## src/rtl/fifo_pkg.sv

```systemverilog
// Shared definitions for the FIFO reader: default data width, FSM state
// encoding and the statistics counter width plus its saturating increment.
package fifo_pkg;

    localparam int DATA_WIDTH_DEF = 8;
    localparam int STATS_W        = 16;

    typedef enum logic [1:0] {
        ST_IDLE    = 2'd0,
        ST_POLL    = 2'd1,
        ST_BACKOFF = 2'd2
    } state_e;

    // Counters stick at all-ones instead of wrapping.
    function automatic logic [STATS_W-1:0] sat_inc(input logic [STATS_W-1:0] v,
                                                   input logic               inc);
        if (inc && (v != {STATS_W{1'b1}})) begin
            return v + STATS_W'(1);
        end
        return v;
    endfunction

endpackage

```

## src/rtl/fifo_reader_buf.sv

```systemverilog
// Circular output buffer for the FIFO reader: push/pop with wrap-around
// pointers, head word presented combinationally from the storage flops.
module fifo_reader_buf
    import fifo_pkg::*;
#(
    parameter int DATA_WIDTH = DATA_WIDTH_DEF,
    parameter int BUF_DEPTH  = 4
) (
    input  logic                         clk,
    input  logic                         rst_n,
    input  logic                         push,
    input  logic [DATA_WIDTH-1:0]        push_data,
    input  logic                         pop,
    output logic [DATA_WIDTH-1:0]        head_data,
    output logic                         empty,
    output logic [$clog2(BUF_DEPTH):0]   count
);

    localparam int            AW       = $clog2(BUF_DEPTH);
    localparam logic [AW:0]   FULL_CNT = (AW+1)'(BUF_DEPTH);

    logic [DATA_WIDTH-1:0] mem_q [BUF_DEPTH];
    logic [DATA_WIDTH-1:0] mem_d [BUF_DEPTH];
    logic [AW-1:0]         wr_ptr_q, wr_ptr_d;
    logic [AW-1:0]         rd_ptr_q, rd_ptr_d;
    logic [AW:0]           count_q, count_d;
    logic                  do_push, do_pop;
    logic                  full;

    always_comb begin
        full    = (count_q == FULL_CNT);
        do_pop  = pop && (count_q != '0);
        do_push = push && (!full || do_pop);

        mem_d    = mem_q;
        wr_ptr_d = wr_ptr_q;
        rd_ptr_d = rd_ptr_q;
        count_d  = count_q;

        if (do_push) begin
            mem_d[wr_ptr_q] = push_data;
            wr_ptr_d        = wr_ptr_q + AW'(1);
        end
        if (do_pop) begin
            rd_ptr_d = rd_ptr_q + AW'(1);
        end

        unique case ({do_push, do_pop})
            2'b10:   count_d = count_q + (AW+1)'(1);
            2'b01:   count_d = count_q - (AW+1)'(1);
            default: count_d = count_q;
        endcase
    end

    always_ff @(posedge clk or negedge rst_n) begin
        if (!rst_n) begin
            for (int i = 0; i < BUF_DEPTH; i++) begin
                mem_q[i] <= '0;
            end
            wr_ptr_q <= '0;
            rd_ptr_q <= '0;
            count_q  <= '0;
        end else begin
            mem_q    <= mem_d;
            wr_ptr_q <= wr_ptr_d;
            rd_ptr_q <= rd_ptr_d;
            count_q  <= count_d;
        end
    end

    // Head is forced to zero when empty so the downstream bus idles at 0.
    assign empty     = (count_q == '0);
    assign head_data = empty ? '0 : mem_q[rd_ptr_q];
    assign count     = count_q;

endmodule

```

## src/rtl/fifo_reader.sv

```systemverilog
// FIFO reader: polls an upstream registered-read FIFO under a credit limit,
// backs off after underflow, and streams words out through fifo_reader_buf.
// Optional statistics outputs are enabled with `define FIFO_READER_STATS_EN.
//
// Downstream handshake: a word moves on a rising edge where m_valid && m_ready;
// m_valid never drops and m_data never changes while m_valid && !m_ready.
module fifo_reader
    import fifo_pkg::*;
#(
    parameter int DATA_WIDTH = DATA_WIDTH_DEF,
    parameter int BUF_DEPTH  = 4,
    parameter int BACKOFF    = 4
) (
    input  logic                  clk,
    input  logic                  rst_n,
    input  logic                  en,
    output logic                  rd_n,
    input  logic [DATA_WIDTH-1:0] fifo_data,
    input  logic                  under_flow,
    output logic [DATA_WIDTH-1:0] m_data,
    output logic                  m_valid,
    input  logic                  m_ready,
    output logic                  busy,
    output state_e                dbg_state
`ifdef FIFO_READER_STATS_EN
    ,
    output logic [STATS_W-1:0]    uf_count,
    output logic [STATS_W-1:0]    rd_count
`endif
);

    localparam int              AW         = $clog2(BUF_DEPTH);
    localparam logic [AW+1:0]   DEPTH_C    = (AW+2)'(BUF_DEPTH);
    localparam logic [3:0]      BACKOFF_LD = 4'(BACKOFF);

    state_e      state_q, state_d;
    logic        rd_n_q, rd_n_d;
    logic        pend_q, pend_d;
    logic [3:0]  bo_cnt_q, bo_cnt_d;

    logic [AW:0]   buf_count;
    logic          buf_empty;
    logic          ret_ok, ret_uf;
    logic          pop;
    logic [AW+1:0] credit_sum;
    logic          credit_ok;

    // pend_q marks a cycle whose fifo_data/under_flow answer last edge's read.
    always_comb begin
        ret_ok     = pend_q && !under_flow;
        ret_uf     = pend_q && under_flow;
        pop        = !buf_empty && m_ready;
        // Counts the word returning now and the read the FIFO is sampling now,
        // so a newly issued read always finds a free slot when it lands.
        credit_sum = {1'b0, buf_count}
                   + {{(AW+1){1'b0}}, pend_q}
                   + {{(AW+1){1'b0}}, ~rd_n_q};
        credit_ok  = (credit_sum < DEPTH_C);
    end

    always_comb begin
        state_d  = state_q;
        rd_n_d   = 1'b1;
        bo_cnt_d = bo_cnt_q;
        pend_d   = ~rd_n_q;

        unique case (state_q)
            ST_IDLE: begin
                if (en) begin
                    state_d = ST_POLL;
                    rd_n_d  = ~credit_ok;
                end
            end
            ST_POLL: begin
                if (ret_uf) begin
                    state_d  = ST_BACKOFF;
                    bo_cnt_d = BACKOFF_LD;
                end else if (!en) begin
                    state_d = ST_IDLE;
                end else begin
                    rd_n_d = ~credit_ok;
                end
            end
            ST_BACKOFF: begin
                // Later underflow answers are ignored here: the count runs on.
                if (bo_cnt_q <= 4'd1) begin
                    bo_cnt_d = 4'd0;
                    if (en) begin
                        state_d = ST_POLL;
                        rd_n_d  = ~credit_ok;
                    end else begin
                        state_d = ST_IDLE;
                    end
                end else begin
                    bo_cnt_d = bo_cnt_q - 4'd1;
                end
            end
            default: begin
                state_d  = ST_IDLE;
                bo_cnt_d = 4'd0;
            end
        endcase
    end

    always_ff @(posedge clk or negedge rst_n) begin
        if (!rst_n) begin
            state_q  <= ST_IDLE;
            rd_n_q   <= 1'b1;
            pend_q   <= 1'b0;
            bo_cnt_q <= 4'd0;
        end else begin
            state_q  <= state_d;
            rd_n_q   <= rd_n_d;
            pend_q   <= pend_d;
            bo_cnt_q <= bo_cnt_d;
        end
    end

    fifo_reader_buf #(
        .DATA_WIDTH (DATA_WIDTH),
        .BUF_DEPTH  (BUF_DEPTH)
    ) u_buf (
        .clk        (clk),
        .rst_n      (rst_n),
        .push       (ret_ok),
        .push_data  (fifo_data),
        .pop        (pop),
        .head_data  (m_data),
        .empty      (buf_empty),
        .count      (buf_count)
    );

    assign rd_n      = rd_n_q;
    assign m_valid   = ~buf_empty;
    assign busy      = (state_q != ST_IDLE) || pend_q || !rd_n_q;
    assign dbg_state = state_q;

`ifdef FIFO_READER_STATS_EN
    logic [STATS_W-1:0] uf_cnt_q, uf_cnt_d;
    logic [STATS_W-1:0] rd_cnt_q, rd_cnt_d;

    always_comb begin
        uf_cnt_d = sat_inc(uf_cnt_q, ret_uf);
        rd_cnt_d = sat_inc(rd_cnt_q, ret_ok);
    end

    always_ff @(posedge clk or negedge rst_n) begin
        if (!rst_n) begin
            uf_cnt_q <= '0;
            rd_cnt_q <= '0;
        end else begin
            uf_cnt_q <= uf_cnt_d;
            rd_cnt_q <= rd_cnt_d;
        end
    end

    assign uf_count = uf_cnt_q;
    assign rd_count = rd_cnt_q;
`endif

endmodule

```

## config.mk

```make
export PLATFORM = sky130hd
export DESIGN_NAME = fifo_reader
export DESIGN_NICKNAME = d
export VERILOG_FILES = /design/src/rtl/fifo_pkg.sv /design/src/rtl/fifo_reader_buf.sv /design/src/rtl/fifo_reader.sv
export SDC_FILE = /design/constraint.sdc
export NUM_CORES = 1
export LEC_CHECK = 0
export BUFFER_PORTS_ARGS = -buffer_cell sky130_fd_sc_hd__buf_4
export CELL_PAD_IN_SITES_DETAIL_PLACEMENT = 1
export CELL_PAD_IN_SITES_GLOBAL_PLACEMENT = 2
export CORE_ASPECT_RATIO = 1.2
export CORE_MARGIN = 2
export CORE_UTILIZATION = 43
export CTS_CLUSTER_DIAMETER = 80
export DETAILED_ROUTE_END_ITERATION = 7
export HOLD_SLACK_MARGIN = 0.03
export MAX_ROUTING_LAYER = met4
export PLACE_DENSITY_LB_ADDON = 0.1
export SLEW_MARGIN = 25
export SYNTH_ARGS = -nofsm -noshare
export SYNTH_HDL_FRONTEND = slang
export SYNTH_SLANG_ARGS = --single-unit
```

## constraint.sdc

```tcl
create_clock -name clk -period 4.5 [get_ports clk]
set_input_delay 0 -clock clk [delete_from_list [all_inputs] [get_ports clk]]
set_output_delay 0 -clock clk [all_outputs]
set_load 0.01 [all_outputs]
```

# ---- Yosys cells after proc, flatten, opt, wreduce, memory -nomap -nowiden
# Cells that the tools add are included.
dict set report word_totals {
  register_bits 47
  in_bits 13
  out_inout_bits 13
  wordCells 79
}
dict set report op_classes {
  n_addsub 7
  order_cmp 5
  eq_ne 9
  muxes 21
  n_bitwise 6
  n_reduce_logical 20
}
# operator count
set op_table {}
lappend op_table {{bitwise mux 32 bit} 1}
lappend op_table {{two-way mux 8 bit} 4}
lappend op_table {{binary-select mux 8 bit (select 2 bit)} 1}
lappend op_table {{demux 8 bit (select 2 bit)} 1}
lappend op_table {{one-hot mux 4 bit (3 select lines)} 1}
lappend op_table {{two-way mux 2 bit} 4}
lappend op_table {{two-way mux 4 bit} 2}
lappend op_table {{greater-or-equal comparator 3 bit (second input constant)} 2}
lappend op_table {{logical AND 1 bit} 6}
lappend op_table {{!= test 2 bit (second input constant)} 3}
lappend op_table {{NOT 2 -> 3 bit} 2}
lappend op_table {{one-hot mux 2 bit (3 select lines)} 1}
lappend op_table {{one-hot mux 3 bit (2 select lines)} 1}
lappend op_table {{adder 2 x 1 -> 2 bit (second input constant)} 2}
lappend op_table {{adder 3 x 1 -> 4 bit} 1}
lappend op_table {{adder 4 x 1 -> 4 bit} 1}
lappend op_table {{equality test 2 x 1 -> 1 bit (second input constant)} 2}
lappend op_table {{equality test 2 bit (second input constant)} 2}
lappend op_table {{less-or-equal comparator 4 x 1 -> 1 bit (second input constant)} 1}
lappend op_table {{logical NOT 1 bit} 4}
lappend op_table {{less-than comparator 4 x 3 -> 1 bit (second input constant)} 1}
lappend op_table {{two-way mux 1 bit} 4}
lappend op_table {{NOT 1 bit} 4}
lappend op_table {{nonzero test 2 bit} 2}
lappend op_table {{13 further kinds} 15}

# ---- Longest topological paths before layout
# Gate-level depths: netlist (run 1).
dict set report logic_depth {
  ltp_word 8
  mapped_depth 9
}

# ---- By module
# From an unflattened synthesis (run 1), not the netlist that was laid out.
dict set report hier_totals {
  hier_cells 182
  area_unflattened_um2 2411.1
}
# module n_inst cells_per_inst area_each_um2
set by_module_without_submodules {}
lappend by_module_without_submodules {fifo_reader_buf 1 124 1853.0}
lappend by_module_without_submodules {fifo_reader 1 58 558.0}

# ---- Worst setup path before layout (run 1)
# No wires, ideal clock.
dict set report synth_path {
  path_type {register -> register}
  from {reg u_buf.count_q[0] (netlist: u_buf.count[0])}
  to {reg u_buf.count_q[2] (netlist: u_buf.count[2])}
  t_arrival_ps 2055
  setup_slack_ps 2365
  stages_incl_launch_ff 10
  path_buffers 0
  synth_period_minus_slack_ps 2135
  cell_sequence {dfrtp_1 -> nor4b_1 -> nor3b_4 -> inv_1 -> ha_1 -> inv_1 -> fa_1 -> xor2_1 -> nor2_1 -> xnor2_1}
}
dict set report synth_via {
  elab_chain_cells 8
  elab_cells_between_ends 15
  classes_between {add/sub (2); eq/ne (3); mux (1); reduce/logical (9)}
}
# element line_no
set synth_lines {}
lappend synth_lines {{from (decl)} fifo_reader_buf.sv:26} ;# logic [AW:0] count_q, count_d;
lappend synth_lines {{from (signal assigned)} fifo_reader_buf.sv:67} ;# count_q <= count_d;
lappend synth_lines {{logical NOT 3 bit} fifo_reader_buf.sv:72} ;# assign empty = (count_q == '0);
lappend synth_lines {{logical NOT 1 bit} fifo_reader.sv:52} ;# pop = !buf_empty && m_ready;
lappend synth_lines {{logical AND 1 bit} fifo_reader.sv:52}
lappend synth_lines {{logical AND 1 bit} fifo_reader_buf.sv:32} ;# do_pop = pop && (count_q != '0);
lappend synth_lines {{logical OR 1 bit} fifo_reader_buf.sv:33} ;# do_push = push && (!full || do_pop);
lappend synth_lines {{logical AND 1 bit} fifo_reader_buf.sv:33}
lappend synth_lines {{equality test 2 x 1 -> 1 bit / equality test 2 bit (equally long branches)} fifo_reader_buf.sv:48} ;# unique case ({do_push, do_pop})
lappend synth_lines {{one-hot mux 3 bit (2 select lines) / nonzero test 2 bit (equally long branches)} n/a}
# Parallel ways exist; a longest one is shown, timed or not.
# A chain may end at the register's enable or synchronous reset.

# ---- Worst setup path after layout (run 1)
# Same ends and word-level chain as after synthesis.

==> summary.md, run 1 <==
| Metric | Value |
|---|---|
| Synth Area in Adders | between 7 and 8% |
| Yosys cell types | 36 |
| CTS Buf Count | 5 |
| TritonCTS clock tree | done |
| Yosys warns | 0 |
| Routability cong. | approximately 0.78 |
| H-tree depth | 2 |
| Post-synthesis mux area share | between 20% and 30% |
| Post-CTS Resized | 0 |
| Largest net degree at the start of global routing | 48 |
| Hold Crit Class | in -> reg |
| Mapped Nets | between 200 and 250 |
| Ant. Diodes | 0 |
| Final Hold Viols | 0 |
| Worst EP arrival | 2.69 ns |
| Status | finished clean |
| Initial antenna violation count | 0 |
| Prevailing post-synth register cell | dfrtp_1 |
| CP endpoint kind | flop |
| First-pass GRT wire length | 8220 um |
| Clock skew | 0.0115 ns |
| Area share of the largest cell type after synthesis | between 40% and 50% |
| Core Region | roughly 5300 um^2 |
| Initial DRC Count | 66 |
| CTS Buffer Depth | 2 |
| Synth Area in Simple Gates | about a tenth |
| Max cap viols | 0 |
| Dominant cell type by area after synthesis | dfrtp_1 |
| DRC viols | 0 |
| Post-Route WL | between 4000 and 5000 um |
| CP Launch Type | flop |
| Non-filler cells, final | 279 |
| Number of port buffers | 25 |
| Compound-Gate Fraction of Synth Area | 5.06% |
| CP Max Fanout | 8 |
| Max transition margin | a little over half |
| R2r startpoint | u_buf.count[0] |
| Worst min-delay path startpoint | en |
| Antenna-violating nets left | 0 |
| Fraction of registers with async set/reset | 100% |
| Largest family of logic cells by synthesized area | multiplexers |
| Synth Instances | between 150 and 200 |
| DR vias | approximately 1,500 |
| Synth Cell Area | ~2400 um^2 |
| Clock root cell | clkbuf_8 |
| RSZ-0062 raised after global routing | no |
| Final setup violation count | 0 |
| CTS Sinks | 47 |
| Synth top cells by count | 46 x dfrtp_1, 31 x mux2_2, 15 x inv_1 |
| Die width | about 72 um |
| Max Slew Vio Count | 0 |
| DP HPWL | around 3500 um |
| WS Path Type | reg -> reg |
| Vias per cell | between 5 and 6 |
| FMAX | 406 MHz |
| Sequential share of the synthesized area | between 40% and 50% |
| Crit path launch | u_buf.count[0] |
| Mean post-synth cell area | about 13 um^2 |
| Die height | between 80 and 90 um |
| Placed Instances | 261 |
| Seq cells post-synth | 47 |
| Static Leak | around 1.3 nW |
| Skew-Pair Late Insertion Delay | 0.30 ns |
| Synth-to-layout area growth | 18.5% |
| CTS clk-pin slew, worst paths | 0.09 ns |
| DRT Pass-1 Iters | 3 |
| Routed len/inst | 17.6 um |
| Starting Density | between 40% and 50% |
| Number of flops mapped to enable cells by yosys | 0 |
| Slew @ Worst Pin | between 0.6 and 0.7 ns |
| Core Rows | 29 |
| Worst vdd ir | between 0.0003 and 0.0004 V |
| Top post-synthesis cells by area | dfrtp_1 49%, mux2_2 15%, mux4_2 7.6%, ha_1 6.3%, and2_1 2.4% |
| Most numerous cell in the Yosys netlist | dfrtp_1 |
| Fin nets | approximately 240 |
| Xor-xnor portion of the synthesized cell area | under 10% |
| Post-layout util | a little over half |
| Final TNS setup | 0 ns |
| Tmin final | roughly 2.5 ns |
| Post-CTS setup buffer count | 0 |
| Fin crit share | 54.7% |
| Power Dens Cells | 700 nW/um^2 |
| GRT overflow | 0 |
| Layout cells sized above 1 | between 30% and 40% |
| Vias in the first global route | about 1,700 |
| Die ar. | around 6000 um^2 |
| I/O pins | 26 |
| Tot GR Track Use | 18.0% |
| Req. time, crit path | 4.72 ns |
[cell families after synthesis]
group,count (synthesis)
AOI/OAI and AO/OA,18
adders and majority gates,13
buffers and inverters,18
DFF,47
xor gates and xnor gates,6
muxes,42
and+or+nand+nor,33
[final timing paths]
kind	endpoint	slack, ns	cells after the start
setup / recovery	u_buf.count[2]	2.04	9
hold / removal	rd_n	0.04	3
setup reg to reg	u_buf.count[2]	2.04	9
hold reg to reg	pend_q	0.49	1
max in group asynchronous	bo_cnt_q[2]	3.83	2
min in group asynchronous	u_buf.mem_q[4]	0.25	2
[where the power goes]
| group | switching [mW] | leakage (nW) | internal, mW |
|---|---|---|---|
| clock | 0.140 | 0.0412 | 0.109 |
| combinational | 0.397 | 0.712 | 0.537 |
| sequential | 0.160 | 0.576 | 0.623 |
| total | 0.698 | 1.33 | 1.27 |
[layout by cell type, fill, tap and decap left out, types with 5 or more instances in the layout]
cell,instances
clkbuf_8,5
dfrtp_1,46
inv_1,15
ha_1,12
and2_1,9
nand2_1,6
dlygate4sd3_1,10
mux4_2,8
mux2_2,31
buf_4,25
[state kept, by name, summed over array words and instances (netlist names)]
signal / cells
u_buf.mem_q: 32
bo_cnt_q: 4
u_buf.count: 3
dbg_state: 2
u_buf.rd_ptr_q: 2
u_buf.wr_ptr_q: 2
pend_q: 1
rd_n: 1
[cell type report]
type	instances	area, um^2
Clock buffer	6	72.6
Multi-Input combinational cell	112	1130
Clock inverter	2	12.5
Fill cell	538	2490
Tap cell	62	77.6
Sequential cell	47	1180
Inverter	15	56.3
Timing Repair Buffer	35	288
[stage by stage]
step	setup slack (ns)	hold slack, ns	total power, mW	instance area, um^2
after floorplan	2.36	-0.296	1.41	2370
after global placement	2.27	0.0275	1.68	2630
after detailed placement	2.03	0.0484	1.74	2630
after CTS	2.00	0.0458	2.00	2810
after global routing	1.94	0.0658	2.12	2810
final	2.04	0.0444	1.97	2810
[worst max-delay path, cell delays in order (launching register included)]
cell and delay, ns:
dfrtp_1 0.45, nor4b_1 0.59, nor3b_4 0.20, inv_1 0.10
ha_1 0.19, inv_1 0.07, fa_1 0.37, xor2_1 0.15
nor2_1 0.13, xnor2_1 0.13
[repair_timing]
| item | CTS | global route |
|---|---|---|
| endpoints found under the hold margin | 80 | 0 |
| setup endpoints to repair | 0 | 0 |
| hold buffers | 10 | 0 |
[metal layers]
metal,vias to the layer above,GRT usage [%],routed length (um)
met1,769,22.6,2210
met5,-,-,0
met3,6,2.61,128
li1,710,-,-
met4,0,5.15,50
met2,25,30.1,2530
Note: power is estimated with default switching activity, not from simulation.
==> inputs of run 2 (changes only) <==
--- a/config.mk
+++ b/config.mk
@@ -10,7 +10,7 @@
 export CELL_PAD_IN_SITES_GLOBAL_PLACEMENT = 2
 export CORE_ASPECT_RATIO = 1.2
 export CORE_MARGIN = 2
-export CORE_UTILIZATION = 43
+export CORE_UTILIZATION = 40
 export CTS_CLUSTER_DIAMETER = 80
 export DETAILED_ROUTE_END_ITERATION = 7
 export HOLD_SLACK_MARGIN = 0.03
==> constraint.sdc (replaced) <==
create_clock -name clk -period 2.3 [get_ports clk]
set_input_delay 0 -clock clk [delete_from_list [all_inputs] [get_ports clk]]
set_output_delay 0 -clock clk [all_outputs]
set_load 0.01 [all_outputs]
==> summary.md, run 2 (same netlist as run 1, synthesis figures left out) <==
| Metric | Value |
|---|---|
| RSZ-0062 raised after global routing | no |
| Final setup violation count | 0 (unchanged) |
| Die height | 88.4 um (+3.5%) |
| Tot GR Track Use | 17.9% (-0.11 points) |
| CP Launch Type | flop |
| CTS Sinks | 47 (unchanged) |
| DRT Pass-1 Iters | 3 (unchanged) |
| Fillers | 593 (+10%) |
| Fin crit share | 91.3% (+37 points) |
| Final TNS setup | 0 ns (unchanged) |
| Status | finished clean |
| Fin nets | 246 (+1.7%) |
| Max Slew Vio Count | 0 (unchanged) |
| Worst Reg2Reg Path Length in Cells | 9 (unchanged) |
| Hold Crit Class | in -> reg |
| H-tree depth | 2 (unchanged) |
| Clock root cell | clkbuf_8 |
| GRT overflow | 0 (unchanged) |
| Die width | 74.3 um (+3.5%) |
| Tmin final | 2.10 ns (-0.364 ns) |
| First-pass GRT wire length | 8240 um (+0.17%) |
| Routed len/inst | 16.9 um (-4.2%) |
| Max transition margin | 59.8% (+6.6 points) |
| Core Rows | 30 (+3.4%) |
| Post-Route WL | 5080 um (+3.4%) |
| Antenna-violating nets left | 0 (unchanged) |
| Routability cong. | 0.712 (-8.3%) |
| WS Path Type | reg -> reg |
| Worst vdd ir | 0.000525 V (+73%) |
| CTS Buf Count | 5 (unchanged) |
| Post-layout util | 51.1% (-1.9 points) |
| DP HPWL | 3540 um (+1.9%) |
| Static Leak | 1.37 nW (+3.3%) |
| Worst EP arrival | 2.32 ns (-0.37 ns) |
| DR vias | 1,529 (+1.3%) |
| Starting Density | 41.6% (-3.2 points) |
| Largest net degree at the start of global routing | 48 (unchanged) |
| Vias in the first global route | 1,697 (+2.0%) |
| CP endpoint kind | flop |
| Skew-Pair Late Insertion Delay | 0.30 ns (about the same) |
| DRC viols | 0 (unchanged) |
| Die ar. | 6570 um^2 (+7.1%) |
| Synth-to-layout area growth | 22.9% |
| Initial DRC Count | 54 (-18%) |
| Design Power | 4.11 mW (+110%) |
| I/O pins | 26 (unchanged) |
| Ant. Diodes | 0 (unchanged) |
| Power Dens Cells | 1410 nW/um^2 (+100%) |
| Initial antenna violation count | 0 (unchanged) |
| Hold depth | 3 (unchanged) |
| TritonCTS clock tree | done |
| Flip-flop count of the largest register after layout | 32 (unchanged) |
| Final Hold Viols | 0 (unchanged) |
| Most frequent cells in the layout | 46 x dfrtp_1, 31 x mux2_2, 29 x buf_4 |
| Vias per cell | 5.08 (-6.1%) |
| Layout cells sized above 1 | 37.1% (+1.6 points) |
| Largest Register | u_buf.mem_q |
| Core Region | 5710 um^2 (+7.7%) |
| Slew @ Worst Pin | 0.603 ns (-0.0930 ns) |
| FMAX | 476 MHz (+17%) |
| CP Max Fanout | 5 (-3) |
| WHS | 0.0533 ns (+0.00892 ns) |
| Clock skew | 0.00973 ns (-0.00181 ns) |
| Placed Instances | 282 (+8.0%) |
| CTS Buffer Depth | 2 (unchanged) |
| Non-filler cells, final | 301 (+7.9%) |
| CTS clk-pin slew, worst paths | 0.09 ns (about the same) |
| Commonest non-fill, non-tap cell in the layout | dfrtp_1 |
| Number of port buffers | 25 (unchanged) |
| Req. time, crit path | 2.52 ns (-2.20 ns) |
| Max cap viols | 0 (unchanged) |
## run 2: cell count changes in the layout (fill, tap and decap cells not counted)
cell / previous run / this run
buf_4: 25 / 29
bufinv_16: 0 / 2
clkinv_2: 1 / 0
clkinvlp_4: 1 / 0
nor4b_1: 1 / 0
nor4b_2: 0 / 1
## run 2: report_power, final
part           internal [mW]  switching (mW)
combinational           1.08           0.814
clock                  0.435           0.276
sequential              1.22           0.282
## run 2: worst max-delay path: stages, from the launching register on
cell and delay, ns:
dfrtp_1 0.45, nor4b_2 0.41, nor3b_4 0.08, inv_1 0.07, ha_1 0.18, inv_1 0.06
fa_1 0.38, xor2_1 0.15, nor2_1 0.11, xnor2_1 0.13
## run 2: worst paths after layout
kind | to | slack, ns | from
setup / recovery | u_buf.count[2] | 0.20 | u_buf.count[0]
hold / removal | rd_n | 0.05 | en
setup reg to reg | u_buf.count[2] | 0.20 | u_buf.count[0]
min in group asynchronous | u_buf.mem_q[5] | 0.26 | rst_n
max in group asynchronous | u_buf.mem_q[30] | 1.64 | rst_n
hold reg to reg | pend_q | 0.49 | rd_n
## run 2: stage by stage
| step | setup slack, ns | instance area (um^2) |
|---|---|---|
| floorplan | 0.165 | 2370 |
| global placement | 0.0629 | 2670 |
| detailed placement | -0.131 | 2670 |
| CTS | 0.0627 | 2910 |
| global route | 0.0634 | 2920 |
| finish | 0.200 | 2920 |
## run 2: cell type report
class | count | area [um^2] | share of cell area [%]
Timing Repair Buffer | 39 | 318 | 10.9
Sequential cell | 47 | 1180 | 40.4
Inverter | 15 | 56.3 | 1.93
Multi-Input combinational cell | 112 | 1130 | 38.8
Clock inverter | 2 | 60.1 | 2.06
Tap cell | 80 | 100 | 3.43
Clock buffer | 6 | 72.6 | 2.49
## run 2: timing repair
action,CTS,global route
hold buffers,10,0
endpoints found under the hold margin,79,0
pin swaps,0,1
buffers inserted,0,1
endpoints found under the setup margin,1,2
resized for setup,1,0
## run 2: routing by layer
metal | track usage [%] | part of all wire (%)
met1 | 18.0 | 40
met2 | 34.5 | 56
met3 | 3.42 | 2.5
met4 | 4.87 | 0.89
met5 | - | 0
==> inputs of run 3 (changes only) <==
==> config.mk (replaced) <==
export PLATFORM = sky130hd
export DESIGN_NAME = fifo_reader
export DESIGN_NICKNAME = d
export VERILOG_FILES = /design/src/rtl/fifo_pkg.sv /design/src/rtl/fifo_reader_buf.sv /design/src/rtl/fifo_reader.sv
export SDC_FILE = /design/constraint.sdc
export NUM_CORES = 1
export LEC_CHECK = 0
export CORE_ASPECT_RATIO = 1.25
export CORE_MARGIN = 2
export CORE_UTILIZATION = 62
export CTS_CLUSTER_DIAMETER = 80
export DETAILED_ROUTE_END_ITERATION = 7
export DONT_BUFFER_PORTS = 1
export HOLD_SLACK_MARGIN = 0.03
export MAX_ROUTING_LAYER = met4
export PLACE_DENSITY = 0.78
export SLEW_MARGIN = 25
export SYNTH_ARGS = -nofsm -noshare
export SYNTH_HDL_FRONTEND = slang
export SYNTH_SLANG_ARGS = --single-unit
==> summary.md, run 3 (same netlist as run 1, synthesis figures left out) <==
| Metric | Value |
|---|---|
| Status | finished clean |
| H-tree depth | 2 (unchanged) |
| Die ar. | 4340 um^2 (-34%) |
| Max Slew Vio Count | 0 (unchanged) |
| Post-layout util | 72.8% (+22 points) |
| Post-Route WL | 4250 um (-16%) |
| Die height | 73.2 um (-17%) |
| Antenna-violating nets left | 0 (unchanged) |
| Final setup violation count | 0 (unchanged) |
| Non-filler cells, final | 239 (-21%) |
| Die width | 59.3 um (-20%) |
| CTS Sinks | 47 (unchanged) |
| CTS Buf Count | 5 (unchanged) |
| RSZ-0062 raised after global routing | no |
| Tmin final | 2.13 ns (+0.0271 ns) |
| Placed Instances | 216 (-23%) |
| Vias per cell | 6.05 (+19%) |
| Max transition margin | 59.7% (-0.11 points) |
| P_sw | 1.31 mW (-4.5%) |
| Starting Density | 63.7% (+22 points) |
| Clk pwr share | 16.5% (-0.8 points) |
| Req. time, crit path | 2.52 ns (about the same) |
| Slew @ Worst Pin | 0.605 ns (+0.00170 ns) |
| FMAX | 470 MHz (-1.3%) |
| Finished Cell Area | 2710 um^2 (-7.1%) |
| Tot GR Track Use | 22.4% (+4.5 points) |
| Synth-to-layout area growth | 14.2% |
| Fin crit share | 92.5% (+1.2 points) |
| Sw Share | 35.3% (+1.9 points) |
| First-pass GRT wire length | 7000 um (-15%) |
| Most frequent cells in the layout | 46 x dfrtp_1, 31 x mux2_2, 15 x inv_1 |
| Largest net degree at the start of global routing | 48 (unchanged) |
| DRC viols | 0 (unchanged) |
| DR vias | 1,447 (-5.4%) |
| Routability cong. | 0.777 (+9.1%) |
| DP HPWL | 3070 um (-13%) |
| Max cap viols | 0 (unchanged) |
| Core Region | 3720 um^2 (-35%) |
| Clock root cell | clkbuf_8 |
| CP Launch Type | flop |
| Flip-flop count of the largest register after layout | 32 (unchanged) |
| DRT Pass-1 Iters | 4 (+1) |
| Internal power | 2.40 mW (-12%) |
| CTS Buffer Depth | 2 (unchanged) |
| Layout cells sized above 1 | 29.6% (-7.5 points) |
| Skew-Pair Late Insertion Delay | 0.30 ns (about the same) |
| Flop pwr share | 41.5% (+5.0 points) |
| WHS | 0.0809 ns (+0.0276 ns) |
| Fin nets | 224 (-8.9%) |
| Design Power | 3.71 mW (-9.7%) |
| CP endpoint kind | flop |
| TritonCTS clock tree | done |
| Commonest non-fill, non-tap cell in the layout | dfrtp_1 |
| Static Leak | 1.26 nW (-8.1%) |
| DP Area | 2420 um^2 (-9.2%) |
| CTS clk-pin slew, worst paths | 0.09 ns (about the same) |
| Largest Register | u_buf.mem_q |
| Clock skew | 0.0101 ns (+0.000411 ns) |
| GRT overflow | 0 (unchanged) |
| Initial DRC Count | 31 (-43%) |
| Ant. Diodes | 0 (unchanged) |
| Power Dens Cells | 1370 nW/um^2 (-2.7%) |
| CP Max Fanout | 5 (unchanged) |
| Initial antenna violation count | 0 (unchanged) |
| Core Rows | 25 (-17%) |
| Vias in the first global route | 1,522 (-10%) |
| Final Hold Viols | 0 (unchanged) |
| I/O pins | 26 (unchanged) |
| Comb power frac | 41.9% (-4.3 points) |
| Hold Crit Class | in -> reg |
| Number of port buffers | 0 (-100%) |
| Routed len/inst | 17.8 um (+5.5%) |
| WS Path Type | reg -> reg |
| Worst vdd ir | 0.000842 V (+60%) |
| Worst EP arrival | 2.35 ns (+0.03 ns) |
-- run 3: area by class of cell --
class | count | area, um^2
timing repair buffer | 17 | 178
clock inverter | 3 | 46.3
multi-input combinational | 112 | 1130
clock buffer | 5 | 68.8
inverter | 15 | 56.3
fill | 255 | 1010
tap | 40 | 50.0
sequential | 47 | 1180
-- run 3: power groups by stage --
stage	registers, mW	logic, mW	clock network (mW)
floorplan	1.40	1.35	0
global placement	1.51	1.42	0
detailed placement	1.56	1.50	0
CTS	1.54	1.56	0.622
global route	1.60	1.73	0.651
finish	1.54	1.56	0.614
-- run 3: final timing paths --
path | start | depth (start not counted) | slack (ns) | to
worst max-delay path | u_buf.count[0] | 9 | 0.17 | u_buf.count[2]
worst min-delay path | en | 3 | 0.08 | dbg_state[1]
worst max register to register | u_buf.count[0] | 9 | 0.17 | u_buf.count[2]
worst min register to register | u_buf.mem_q[23] | 1 | 0.50 | u_buf.mem_q[23]
max in group asynchronous | rst_n | 2 | 1.82 | rd_n
min in group asynchronous | rst_n | 2 | 0.22 | u_buf.mem_q[26]
-- run 3: timing repair --
item,in CTS,in global routing
endpoints found under the setup margin,1,2
resized for setup,1,0
hold endpoints to repair,85,0
pin swaps,0,1
hold buffers,13,0
buffers inserted,0,2
-- run 3: routing by layer --
layer  wire length, um  GRT usage [%]  share of wire, %  vias up
met3               150           5.50               3.5        5
met2              2300           39.3                54       29
li1                  -              -                 -      674
met1              1770           25.5                42      739
met4                33           4.80              0.78        0
met5                 0              -                 0        -
-- run 3: worst max-delay path: stages (launching register included) --
cell,delay [ns]
dfrtp_1,0.45
nor4b_2,0.40
nor3b_4,0.12
inv_1,0.08
ha_1,0.18
inv_1,0.06
fa_1,0.37
xor2_1,0.16
nor2_1,0.12
xnor2_1,0.13
-- run 3: through the flow --
step | setup TNS, ns | setup slack (ns)
6_report | 0 | 0.173
3_5_place_dp | -0.118 | -0.118
3_3_place_gp | 0 | 0.109
4_1_cts | 0 | 0.0685
5_1_grt | 0 | 0.0579
2_1_floorplan | 0 | 0.165
